<file path="src/rtl/register_file_param.sv">
// Parametrised register file: 2 async read ports, 1 sync write port, post-reset clear sweep.
// Optional same-cycle write-to-read forwarding is enabled by defining REGFILE_BYPASS_EN.
module register_file_param #(
  parameter int unsigned DATA_W   = 24,
  parameter int unsigned NUM_REGS = 16,
  parameter int unsigned ADDR_W   = $clog2(NUM_REGS),
  parameter bit          ZERO_REG = 1'b1
) (
  input  logic              clk,
  input  logic              rst,
  input  logic              WE3,
  input  logic [ADDR_W-1:0] A1,
  input  logic [ADDR_W-1:0] A2,
  input  logic [ADDR_W-1:0] A3,
  input  logic [DATA_W-1:0] WD3,
  output logic [DATA_W-1:0] RD1,
  output logic [DATA_W-1:0] RD2,
  output logic              busy
);

  localparam logic [ADDR_W-1:0] LAST_IDX = ADDR_W'(NUM_REGS - 1);

  typedef enum logic {
    S_CLEAR = 1'b0,
    S_IDLE  = 1'b1
  } state_t;

  state_t            r_state;
  logic [ADDR_W-1:0] r_clr_ptr;
  logic              r_busy;
  logic [DATA_W-1:0] r_mem [NUM_REGS];

  logic w_wr_ok;
  logic w_rd_ok1;
  logic w_rd_ok2;
  logic w_hit1;
  logic w_hit2;

  function automatic logic f_in_range(input logic [ADDR_W-1:0] a);
    return 32'(a) < NUM_REGS;
  endfunction

  function automatic logic f_is_zero(input logic [ADDR_W-1:0] a);
    return ZERO_REG && (a == '0);
  endfunction

  assign w_wr_ok  = WE3 && !r_busy && f_in_range(A3) && !f_is_zero(A3);
  assign w_rd_ok1 = !r_busy && f_in_range(A1) && !f_is_zero(A1);
  assign w_rd_ok2 = !r_busy && f_in_range(A2) && !f_is_zero(A2);

`ifdef REGFILE_BYPASS_EN
  assign w_hit1 = w_wr_ok && (A1 == A3);
  assign w_hit2 = w_wr_ok && (A2 == A3);
`else
  assign w_hit1 = 1'b0;
  assign w_hit2 = 1'b0;
`endif

  // Clear-sweep controller; any reset restarts the sweep from entry 0.
  always_ff @(posedge clk) begin
    if (rst) begin
      r_state   <= S_CLEAR;
      r_clr_ptr <= '0;
      r_busy    <= 1'b1;
    end else begin
      case (r_state)
        S_CLEAR: begin
          if (r_clr_ptr == LAST_IDX) begin
            r_state   <= S_IDLE;
            r_busy    <= 1'b0;
            r_clr_ptr <= '0;
          end else begin
            r_clr_ptr <= r_clr_ptr + ADDR_W'(1);
          end
        end
        S_IDLE:  r_state <= S_IDLE;
        default: r_state <= S_CLEAR;
      endcase
    end
  end

  // Storage: the sweep owns the array while busy, so normal writes cannot collide with it.
  always_ff @(posedge clk) begin
    if (!rst && (r_state == S_CLEAR)) begin
      r_mem[r_clr_ptr] <= '0;
    end else if (w_wr_ok) begin
      r_mem[A3] <= WD3;
    end
  end

  always_comb begin
    RD1 = '0;
    if (w_rd_ok1) begin
      RD1 = w_hit1 ? WD3 : r_mem[A1];
    end
  end

  always_comb begin
    RD2 = '0;
    if (w_rd_ok2) begin
      RD2 = w_hit2 ? WD3 : r_mem[A2];
    end
  end

  assign busy = r_busy;

endmodule

</file>
<file path="config.mk">
export PLATFORM = sky130hd
export DESIGN_NAME = register_file_param
export DESIGN_NICKNAME = d
export VERILOG_FILES = /design/src/rtl/register_file_param.sv
export SDC_FILE = /design/constraint.sdc
export NUM_CORES = 1
export LEC_CHECK = 0
export BUFFER_PORTS_ARGS = -buffer_cell sky130_fd_sc_hd__buf_2
export CORE_ASPECT_RATIO = 1.25
export CORE_MARGIN = 1.5
export CORE_UTILIZATION = 30
export CTS_BUF_LIST = sky130_fd_sc_hd__clkbuf_8
export CTS_CLUSTER_DIAMETER = 60
export DETAILED_ROUTE_END_ITERATION = 16
export GPL_TIMING_DRIVEN = 0
export RECOVER_POWER = 25
export SLEW_MARGIN = 25
export SYNTH_ARGS = -nofsm -noshare
export SYNTH_HDL_FRONTEND = slang
export SYNTH_SLANG_ARGS = --single-unit
</file>
<file path="constraint.sdc">
create_clock -name clk -period 4.1 [get_ports clk]
set_input_delay 0.82 -clock clk [delete_from_list [all_inputs] [get_ports clk]]
set_output_delay 0.82 -clock clk [all_outputs]
set_load 0.01 [all_outputs]
</file>
==> results.json <==
{
  "regToRegSetupSlack_ns": 0.55,
  "finalInstanceArea_um2": 20100,
  "slew_headroom_pct": -36.2,
  "synthFlopType": "edfxtp_1",
  "gp_congestion": 0.777,
  "fin_crit_ns": 3.90,
  "power.leakage_nw": 5.76,
  "synthCells": 926,
  "slew_viol_final": 91,
  "final_layout_size_suffix_gt1_share_pct": 34.7,
  "slowest_delay_ns": 0.60,
  "postCtsSetupBuffers": 0,
  "synth_top_family_by_area": "multiplexers",
  "max_freq_mhz": 257,
  "cts.repair.resized": 0,
  "p_switching_mw": 1.73,
  "slowest_stage": "clkbuf_1",
  "grt_pass1_wl_mm": 72.4,
  "htreeDepth": 2,
  "finalCritPeriodShare_pct": 95.1,
  "reg2reg_to": "r_mem[9][6]$_DFFE_PP_",
  "worst_r2r_path_depth": 5,
  "clock_skew_ns": 0.0340,
  "power_frac_comb_pct": 5.7,
  "synthXorXnorAreaFrac_pct": 0.0511,
  "crit_path_end_kind": "primary output",
  "netlist.area_leader.share_pct": 63.0,
  "final.fill_count": 5280,
  "syn_area_um2": 17200,
  "synth_adder_area_share_pct": 0.0729,
  "synth-edff-count": 360,
  "dieHeight_um": 270,
  "violations": "max-capacitance violations, max-slew violations",
  "final_antenna_net_count": 0,
  "synth_area_leaders": "edfxtp_1 (63%), mux4_2 (16%), a22oi_1 (4.2%), mux2_2 (3.2%), mux4_1 (2.9%)",
  "seq_area_um2": 10900,
  "hold_buffers": 0,
  "yosys_register_bits": 366,
  "first_global_vias": 10800,
  "drc_errors": 0,
  "clock-sinks": 366,
  "rsz0062_at_grt": "false",
  "insertion_delay_ns": 0.66,
  "final_common_cell": "edfxtp_1",
  "ioPinCount": 88,
  "ys_seq_area_share_pct": 63.7,
  "maxCapViolations": 9,
  "status": "finished, violations left",
  "multiInputGateArea_um2": 5800,
  "cp_data_arrival_time_ns": 3.08,
  "layout_common_cells": "edfxtp_1 (360), mux4_2 (125), buf_2 (105)",
  "dieArea_um2": 58600,
  "clk_pin_slew_worst_paths_ns": 0.06,
  "num_rows": 97,
  "fin_nets": 1129,
  "synth_cell_types": 40,
  "tritoncts": "done",
  "grt_max_degree": 16,
  "vias": 10200,
  "grt_antenna_before_repair": 1,
  "cpMostUsedCell": "buf_2",
  "cts_root_buffer": "clkbuf_8",
  "wl_per_cell_um": 26.6,
  "p_seq_share_pct": 54.0,
  "worst-setup-path-type": "register to primary output",
  "placed_cells": 1770,
  "fp.dieW_um": 217,
  "p_total_mw": 7.62,
  "initial_utilization_pct": 30.5,
  "worst_setup_path_start_kind": "register",
  "dpl.hpwl_mm": 34.4,
  "muxShareOfSynthArea_pct": 22.6,
  "drt_iter0_drc": 994,
  "diodes": 0,
  "cp_data_required_time_ns": 3.28,
  "hold_end": "r_clr_ptr[3]$_SDFFE_PP0N_",
  "tightest_slew_ns": 2.04,
  "routed_wirelength_mm": 49.9,
  "yosys.area.top_type": "edfxtp_1",
  "clockBufferDepth": 3,
  "clkPwrFrac_pct": 40.2,
  "min_path_cells": 2,
  "hp-start": "r_clr_ptr[3]$_SDFFE_PP0N_",
  "placed_area_um2": 19200,
  "setup_viol": 0,
  "avgSynthCellArea_um2": 18.5,
  "synth_compound_area_share_pct": 7.35,
  "grt_remaining_overflow": 0,
  "finalNonFillerCells": 1876,
  "hold_path_class": "register to register",
  "grt_usage_pct": 17.1,
  "crit_path_max_fanout": 10,
  "syn_nets": 966,
  "io_buffers": 83,
  "hold_viol": 0,
  "numCtsBuffers": 59,
  "drt-pass1-iter-count": 5,
  "async_flop_share_pct": 0,
  "r2r_start": "busy$_SDFFE_PP1P_",
  "synth_warnings": 0,
  "syn_to_final_growth_pct": 17.0,
  "cp_cell_sequence": "buf_2 > nor3b_2 > clkbuf_1 > a22oi_1 > o211ai_1 > buf_2",
  "synthSimpleGateAreaFrac_pct": 3.57,
  "intPower_mw": 5.88,
  "coreArea_um2": 56300,
  "p_per_area_nw_per_um2": 380,
  "vias_per_cell": 5.45,
  "vdd_drop_max_mv": 0.275,
  "swShare_pct": 22.8
}
==> logic make-up (layout without fill, tap and decap cells) <==
kind of cell / Yosys count / after routing
muxes: 194 / 194
AOI/OAI and AO/OA: 173 / 173
DFF: 366 / 366
xor gates and xnor gates: 1 / 1
buffers and inverters: 81 / 289
and+or+nand+nor: 110 / 110
adders and majority gates: 1 / 1
==> layout make-up <==
type	instances	area share (%)
Clock inverter	47	1.51
Buffer	76	2.18
Inverter	5	0.0935
Multi-Input combinational cell	479	28.9
Tap cell	742	4.62
Sequential cell	366	54.5
Clock buffer	59	4.05
Timing Repair Buffer	102	4.19
==> Yosys cell counts, types with 2 or more instances <==
master,instances
a41oi_1,3
nor2_1,6
o211ai_1,48
mux4_1,19
o311ai_1,4
buf_2,23
o21ai_0,2
a21oi_1,18
mux2_2,48
nand2_1,50
nand2b_1,2
nand4_1,3
mux4_2,125
nor4b_1,2
nor3b_2,4
buf_12,3
or4_1,3
and3b_1,3
nor2b_1,4
inv_1,5
dfxtp_1,6
or2_2,2
and2_1,24
edfxtp_1,360
or3_1,2
clkbuf_1,38
buf_6,8
mux2i_1,2
buf_4,4
a22oi_1,95
==> worst max-delay path by stage <==
stage                                 start                     end  slack [ns]  depth (start not counted)
after floorplan                         rst   r_mem[3][0]$_DFFE_PP_        0.94                          4
after global placement                A3[1]  r_mem[4][13]$_DFFE_PP_       -1.03                          4
after detailed placement              A1[1]                 RD1[14]        0.30                          7
after CTS                 busy$_SDFFE_PP1P_                 RD1[18]        0.22                          6
after global routing      busy$_SDFFE_PP1P_                 RD1[18]        0.13                          6
final                     busy$_SDFFE_PP1P_                  RD1[6]        0.20                          6
==> sequential cells by signal, summed over array words and instances, names as in the netlist <==
name       flops
r_state        1
busy           1
r_clr_ptr      4
r_mem        360
==> worst max-delay path: cells and delay by family (launching register included) <==
| kind | cells | cell delay [ns] |
|---|---|---|
| buffers and inverters | 3 | 1.01 |
| and+or+nand+nor | 1 | 0.58 |
| AOI/OAI and AO/OA | 2 | 0.47 |
| DFF | 1 | 0.36 |
==> metal layers <==
layer	GRT usage (%)	wire length [um]	vias to the layer above
li1	-	-	4310
met1	21.4	19400	5320
met2	29.3	25000	491
met3	3.21	3940	95
met4	6.29	1650	2
met5	0	14	-
==> metrics by stage <==
| stage | setup TNS (ns) | hold slack [ns] | worst slack, ns | util (%) |
|---|---|---|---|---|
| detailed placement | 0 | 0.576 | 0.300 | 34.1 |
| global route | 0 | 0.634 | 0.130 | 35.6 |
| global placement | -264.50 | 0.566 | -1.03 | 32.9 |
| CTS | 0 | 0.589 | 0.221 | 36.1 |
| finish | 0 | 0.593 | 0.203 | 35.6 |
| floorplan | 0 | 0.519 | 0.940 | - |
==> power by group through the flow <==
stage	registers [mW]	logic, mW	clock network [mW]
4_1_cts	4.11	0.454	3.11
6_report	4.11	0.438	3.07
3_3_place_gp	4.19	0.419	0
3_5_place_dp	4.19	0.452	0
2_1_floorplan	4.19	0.286	0
5_1_grt	4.12	0.463	3.26
Power figures use the tool's default switching activity.
